==> config.mk <==
export PLATFORM = sky130hd
export DESIGN_NAME = pipe_hazard_ctrl
export DESIGN_NICKNAME = d
export VERILOG_FILES = /design/src/rtl/cpu_ctrl_pkg.sv /design/src/rtl/loaduse_detect.sv /design/src/rtl/pipe_hazard_ctrl.sv
export SDC_FILE = /design/constraint.sdc
export NUM_CORES = 1
export LEC_CHECK = 0
export CORE_UTILIZATION = 40
export DETAILED_ROUTE_END_ITERATION = 6
export DONT_BUFFER_PORTS = 1
export GPL_TIMING_DRIVEN = 0
export RECOVER_POWER = 50
export SYNTH_ARGS = -nofsm -noshare
export SYNTH_HDL_FRONTEND = slang
export SYNTH_SLANG_ARGS = --single-unit
==> constraint.sdc <==
create_clock -name clk -period 5 [get_ports clk]
set_input_delay 1 -clock clk [delete_from_list [all_inputs] [get_ports clk]]
set_output_delay 1 -clock clk [all_outputs]
set_load 0.02 [all_outputs]
==> src/rtl/cpu_ctrl_pkg.sv <==
// cpu_ctrl_pkg: shared FSM states, pc_sel encodings and drain default for pipeline control
package cpu_ctrl_pkg;
  typedef enum logic [1:0] {ST_RUN, ST_DRAIN, ST_REDIRECT} hz_state_e;
  localparam logic [1:0] PCSEL_SEQ = 2'd0;
  localparam logic [1:0] PCSEL_BR = 2'd1;
  localparam logic [1:0] PCSEL_TRAP = 2'd2;
  localparam logic [1:0] PCSEL_MEPC = 2'd3;
  localparam int DRAIN_CYCLES_DEFAULT = 3;
endpackage

==> src/rtl/loaduse_detect.sv <==
// loaduse_detect: flags an ID-stage read of the register a load in EX is about to write
module loaduse_detect (
  input  logic [4:0] id_rs1,
  input  logic [4:0] id_rs2,
  input  logic       id_use_rs1,
  input  logic       id_use_rs2,
  input  logic [4:0] ex_rd,
  input  logic       ex_memread,
  output logic       hazard
);
  assign hazard = ex_memread && ex_rd != 5'd0 &&
                  ((id_use_rs1 && id_rs1 == ex_rd) || (id_use_rs2 && id_rs2 == ex_rd));
endmodule

==> src/rtl/pipe_hazard_ctrl.sv <==
// pipe_hazard_ctrl: stall/flush sequencer and drain-then-redirect interrupt entry for the 5-stage pipe.
// Optional HAZ_PERF_CNT_EN adds stall-cycle and load-use event counters.
module pipe_hazard_ctrl
  import cpu_ctrl_pkg::*;
#(
  parameter int DRAIN_CYCLES = DRAIN_CYCLES_DEFAULT,
  parameter int XLEN = 32
) (
  input  logic            clk,
  input  logic            rst,
  input  logic            imem_busy,
  input  logic            dmem_busy,
  input  logic [4:0]      id_rs1,
  input  logic [4:0]      id_rs2,
  input  logic            id_use_rs1,
  input  logic            id_use_rs2,
  input  logic [4:0]      ex_rd,
  input  logic            ex_memread,
  input  logic            ex_br_taken,
  input  logic            ex_mret,
  input  logic [XLEN-1:0] ex_br_target,
  input  logic [XLEN-1:0] ifid_pc,
  input  logic            irq_pending,
  input  logic            mie,
  output logic            stall_pc,
  output logic            stall_ifid,
  output logic            stall_idex,
  output logic            stall_exmem,
  output logic            stall_memwb,
  output logic            flush_ifid,
  output logic            flush_idex,
  output logic            flush_exmem,
  output logic [1:0]      pc_sel,
  output logic            trap_taken,
  output logic [XLEN-1:0] trap_epc
`ifdef HAZ_PERF_CNT_EN
  ,
  output logic [31:0]     perf_stall_cycles,
  output logic [31:0]     perf_loaduse_cnt
`endif
);
  hz_state_e  state;
  logic [7:0] cnt;
  logic [7:0] cnt_nxt;
  logic       lu_raw;
  logic       live;
  logic       mem_hold;
  logic       redir;
  logic       ctl;
  logic       br_hold;
  logic       br_go;
  logic       lu;
  logic       fetch_hold;
  logic       accept;

  loaduse_detect u_lu (
    .id_rs1     (id_rs1),
    .id_rs2     (id_rs2),
    .id_use_rs1 (id_use_rs1),
    .id_use_rs2 (id_use_rs2),
    .ex_rd      (ex_rd),
    .ex_memread (ex_memread),
    .hazard     (lu_raw)
  );

  // Each term is exclusive of everything above it in priority; reset masks all of them.
  always_comb begin
    live       = !rst && !dmem_busy;
    mem_hold   = !rst && dmem_busy;
    redir      = live && state == ST_REDIRECT;
    ctl        = live && state != ST_REDIRECT && (ex_br_taken || ex_mret);
    br_hold    = ctl && imem_busy;
    br_go      = ctl && !imem_busy;
    lu         = live && state != ST_REDIRECT && !ctl && lu_raw;
    fetch_hold = live && state != ST_REDIRECT && !ctl && !lu && (imem_busy || state == ST_DRAIN);
    accept     = live && state == ST_RUN && irq_pending && mie && !ctl && !lu;
    cnt_nxt    = cnt - {7'd0, cnt != 8'd0};
  end

  assign stall_pc    = mem_hold || br_hold || lu || fetch_hold;
  assign stall_ifid  = mem_hold || br_hold || lu;
  assign stall_idex  = mem_hold || br_hold;
  assign stall_exmem = mem_hold;
  assign stall_memwb = mem_hold;
  assign flush_ifid  = redir || br_go || fetch_hold;
  assign flush_idex  = redir || br_go || lu;
  assign flush_exmem = redir || br_hold;
  assign trap_taken  = redir;
  assign pc_sel      = redir ? PCSEL_TRAP : br_go ? (ex_mret ? PCSEL_MEPC : PCSEL_BR) : PCSEL_SEQ;

  // A control transfer resolving during DRAIN becomes the resume point of the trap.
  always_ff @(posedge clk or posedge rst) begin
    if (rst) begin
      state    <= ST_RUN;
      cnt      <= 8'd0;
      trap_epc <= '0;
    end else if (!dmem_busy) begin
      if (accept) begin
        trap_epc <= ifid_pc;
        cnt      <= 8'(DRAIN_CYCLES);
        state    <= ST_DRAIN;
      end
      if (state == ST_DRAIN) begin
        if (ctl) trap_epc <= ex_br_target;
        cnt <= cnt_nxt;
        if (cnt_nxt == 8'd0) state <= ST_REDIRECT;
      end
      if (state == ST_REDIRECT) state <= ST_RUN;
    end
  end

`ifdef HAZ_PERF_CNT_EN
  always_ff @(posedge clk or posedge rst) begin
    if (rst) begin
      perf_stall_cycles <= '0;
      perf_loaduse_cnt  <= '0;
    end else begin
      if (stall_pc || stall_ifid || stall_idex || stall_exmem || stall_memwb ||
          flush_ifid || flush_idex || flush_exmem)
        perf_stall_cycles <= perf_stall_cycles + 32'd1;
      if (lu) perf_loaduse_cnt <= perf_loaduse_cnt + 32'd1;
    end
  end
`endif
endmodule

* Word-level counts from Yosys, hierarchy flattened
Cells that the tools add are included.
** Word-level totals
- Bits in registers :: 42
- Latch bits :: 0
- Bits in writable memories :: 0
- ROM bits :: 0
- Input port bits :: 90
- Memories :: 0
** Operators by class
- Add/subtract/negate cells :: 1
- Multipliers :: 0
- Div/mod/pow operators :: 0
- $lt $le $gt $ge :: 0
- Equal/unequal tests :: 5
- Shift-type cells :: 0
- Muxes and demuxes :: 12
- Bitwise gates (word level) :: 1
- Reduce and logical (&&, ||, !) cells :: 41
** Operator list (count)
- 32-bit two-way mux :: 3
- 1-bit logical AND :: 20
- 8-bit two-way mux :: 2
- 2-bit two-way mux :: 7
- 5-bit equality test :: 2
- 1-bit logical OR :: 10
- 8-bit zero test :: 1
- 8-bit nonzero test :: 1
- 8-bit by 1-bit subtractor with 8-bit output :: 1
- 1-bit zero test :: 5
- 5-bit nonzero test :: 1
- 2-bit by 1-bit equality test with 1-bit output, second input constant :: 1
- 2-bit equality test, second input constant :: 1
- 2-bit zero test :: 1
- 2-bit inequality test, second input constant :: 1
- 2-bit AND reduction :: 1
- 2-bit nonzero test :: 1
- 1-bit inverter :: 1

* Longest topological paths before layout
- Depth after elaboration :: 13
- Mapped depth :: 11
- Gate-level depth less buffers :: 10

* Cells and area by module
Synthesis repeated with hierarchy kept, for this count alone.
** Unflattened totals
- Cell total of the unflattened synthesis :: 238
- Area, all modules :: 2488.6 um2
** By module, submodules not included
- pipe_hazard_ctrl :: instances 1, cells an instance 221, area an instance 2354.8 um2, sequential area each 1051.0 um2
- loaduse_detect :: instances 1, cells an instance 17, area an instance 133.9 um2, sequential area each 0.0 um2

* Worst setup path after synthesis
No wires, ideal clock.
- Kind :: input -> output
- Start point :: input port rst
- End point :: output port stall_ifid
- Arrival time :: 2519 ps
- Data required time :: 4000 ps
- Setup slack :: 1481 ps
- Cell stages on the path :: 3
- Buffers on the path :: 0
- Path through :: inv_1 > o21ai_0 > o21ai_0
** Between the ends
- Cells in the longest elaborated chain, start to end :: 8
- Elaborated cells between the ends (all ways) :: 11
** RTL lines
- from (decl) :: line pipe_hazard_ctrl.sv:10 : input logic rst,
- 1-bit zero test (no source line) *
- 1-bit logical AND :: line pipe_hazard_ctrl.sv:68 : live = !rst && !dmem_busy;
- 1-bit logical AND :: line pipe_hazard_ctrl.sv:71, pipe_hazard_ctrl.sv:74
- 1-bit logical AND :: line pipe_hazard_ctrl.sv:71 : ctl = live && state != ST_REDIRECT && (ex_br_taken || ex_mret);
- 1-bit zero test :: line pipe_hazard_ctrl.sv:74 : lu = live && state != ST_REDIRECT && !ctl && lu_raw;
- 1-bit logical AND (2 in series) :: line pipe_hazard_ctrl.sv:74
- 1-bit logical OR * :: line pipe_hazard_ctrl.sv:81 : assign stall_ifid = mem_hold || br_hold || lu;
- to (decl) :: line pipe_hazard_ctrl.sv:26 : output logic stall_ifid,
Mark *: on every way between the ends. The rest lies on a longest branch, timed or not.

* Final worst setup path
- Start point :: input port ex_rd[4]
- End point :: output port stall_pc
** Between the ends
- Cells in the longest elaborated chain, start to end :: 9
- Elaborated cells between the ends (all ways) :: 14
** RTL lines
- from (decl) :: line pipe_hazard_ctrl.sv:17 : input logic [4:0] ex_rd,
- 5-bit equality test :: line loaduse_detect.sv:12 : ((id_use_rs1 && id_rs1 == ex_rd) || (id_use_rs2 && id_rs2 == ex_rd));
- 1-bit logical AND :: line loaduse_detect.sv:12
- 1-bit logical OR :: line loaduse_detect.sv:12
- 1-bit logical AND * :: line loaduse_detect.sv:11 : assign hazard = ex_memread && ex_rd != 5'd0 &&
- 1-bit logical AND * :: line pipe_hazard_ctrl.sv:74
- 1-bit zero test :: line pipe_hazard_ctrl.sv:75 : fetch_hold = live && state != ST_REDIRECT && !ctl && !lu && (imem_busy || state == ST_DRAIN);
- 1-bit logical AND (2 in series) :: line pipe_hazard_ctrl.sv:75
- 1-bit logical OR * :: line pipe_hazard_ctrl.sv:80 : assign stall_pc = mem_hold || br_hold || lu || fetch_hold;
- to (decl) :: line pipe_hazard_ctrl.sv:25 : output logic stall_pc,
Marked as above.

==> run_results.csv <==
group,metric,value,unit
cts,cts_tree,"yes",
cts,clockRootBuffer,"clkbuf_8",
timing,skew,0.00373,ns
timing,relSlewSlack,53.4,%
grt,grt_overflow_total,0,
layout,drive_above_1_share,11.5,%
layout,layout_commonest_cell,"dfrtp_1",
drt,viasPerCell,6.20,
synth,synth_cells,227,
timing,slew_violations,0,
cts,postCtsHoldBufs,0,
drt,vias,1923,
synth,ys_seq_elements,42,
grt,grt_max_degree,34,
timing,tns,0,ns
grt,grt_util_met1,24.5,%
run,drv_cap,0,
cts,clock_latency,0.28,ns
setup_path,arrival,2.32,ns
drt,drt_wl_total,5.88,mm
cts,ctsLongestPathBuffers,2,
drt,wire_per_inst,19.0,um
cts,cts_resized,0,
timing,min_period,3.32,ns
cts,cts-htree-levels,2,
synth,synth.distinct_cells,45,
floorplanning,rows,28,
drt,drt_iter0_drc,106,
synth,synth_ff_type,"dfrtp_1",
worst_hold_path,holdCritPathClass,"reg -> reg",
layout,fin_nets,328,
grt,grt.busiest_layer,"met2",
grt,grt_use_met3,6.36,%
layout,fillCellCount,599,
drt,drc_errors,0,
floorplanning,chipHeight,80.7,um
grt,track_usage,18.7,%
drt,first_pass_iters,4,
setup_path,crit_path_start_kind,"input pin",
power,p_leak,1.01,nW
floorplanning,core_area,5960,um2
timing,hold_violations,0,
setup_path,worstPathMaxFanout,4,
power,power_density,579,nW/um2
synth,syn-num-nets,320,
layout,area_growth,9.15,%
placed_design,port-buffer-count,0,
cts,clock_sinks,42,
timing,tightestPinTransition,0.694,ns
status,outcome,"finished clean",
layout,diodes,0,
synth,synth.avg_cell_area,10.9,um2
timing,max_freq,301,MHz
grt,grt_use_met2,29.1,%
floorplanning,start_util,41.6,%
timing,rsz0062_at_grt,"no",
timing,setup_viol,0,
drt,ant_nets,0,
synth,yosysWarnings,0,
cts,cts_setup_buffers,0,
cts,cts_buffers,5,
grt,antenna_found_initial,0,
grt,grt_pass1_vias,1905,
synth,yosysSeqAreaShare,42.4,%
setup_path,endpoint_kind,"primary output",
timing,min_period_over_period,66.5,%
placed_design,gp_congestion,0.773,
grt,grt_pass1_wl,9.18,mm
power,ir_drop,0.276,mV
power,total_power,1.56,mW
layout,final_cell_mix,"dfrtp_1, o22a_1, o221a_1",
synth,synth-edff-count,0,
setup_path,critical_path_class,"in -> out",
setup_path,critPathRequiredTime,4.00,ns
cts,path_clk_slew,0.07,ns
synth,async_flop_share,100,%
floorplanning,die_w,80.7,um
placed_design,dp_hpwl,4.40,mm
floorplanning,dieArea,6510,um2
synth,netlist_area,2480,um2
floorplanning,ios,133,
[flip-flops by register name (all words and copies together), names as in the netlist]
name      cells
state         2
trap_epc     32
cnt           8
[routing by layer]
layer	routed length, um	up-vias
li1	-	921
met1	2470	923
met2	2910	69
met3	406	10
met4	93	0
met5	0	-
[final timing paths]
path	startpoint	to	slack, ns	depth (start not counted)
min in group asynchronous	rst	state[1]	0.60	1
max reg2reg	cnt[3]	state[0]	2.17	9
max	ex_rd[4]	stall_pc	1.68	5
min reg2reg	cnt[5]	cnt[5]	0.55	1
min	cnt[5]	cnt[5]	0.55	1
max in group asynchronous	rst	trap_epc[29]	3.88	2
[through the flow]
| stage | hold slack (ns) | cell area (um2) | cells | setup WS, ns | util, % |
|---|---|---|---|---|---|
| floorplan | 0.487 | 2480 | 227 | 1.48 | - |
| global route | 0.587 | 2700 | 310 | 1.53 | 45.4 |
| finish | 0.552 | 2700 | 310 | 1.68 | 45.4 |
| CTS | 0.518 | 2700 | 310 | 1.68 | 45.4 |
| detailed placement | 0.525 | 2590 | 303 | 1.69 | 43.5 |
| global placement | 0.524 | 2570 | 302 | 0.932 | 43.2 |
[logic make-up after synthesis]
kind of cell / synth area share, %
XOR/XNOR: 4.24
AO/OA/AOI/OAI: 35.4
adder cells (fa/ha/maj): 1.52
buffers and inverters: 4.70
flip-flops: 42.4
AND/OR/NAND/NOR: 11.3
multiplexers: 0.404
[cell usage after synthesis (all sizes together) (3+ instances only)]
master	number	area share, %
ha	3	1.5
a21oi	7	1.4
inv	7	1.1
o21ai	9	1.8
o22a	32	11
dfrtp	42	42
xnor2	11	3.9
nand2b	3	0.76
nor3	5	1.0
a21o	3	0.91
nand2	11	1.7
nand3	5	1.2
buf	10	2.9
nor2	14	3.1
clkbuf	5	0.76
o2bb2ai	3	1.1
o221a	33	15
[critical path, cell delays in order]
cell      delay, ns
xnor2_1        0.14
nand4_1        0.13
o22ai_1        0.38
a211oi_1       0.14
o21ai_0        0.53
[layout make-up]
type	count	area, um2	share of cell area (%)
Sequential cell	42	1050	38.9
Tap cell	75	93.8	3.47
Multi-Input combinational cell	163	1310	48.4
Buffer	15	90.1	3.33
Timing Repair Buffer	1	20.0	0.741
Clock buffer	6	82.6	3.06
Clock inverter	1	30.0	1.11
Inverter	7	26.3	0.972
[where the power goes]
group	internal, mW	switching, mW
clock network	0.160	0.112
logic	0.266	0.196
registers	0.502	0.329
Power figures use the tool's default switching activity.
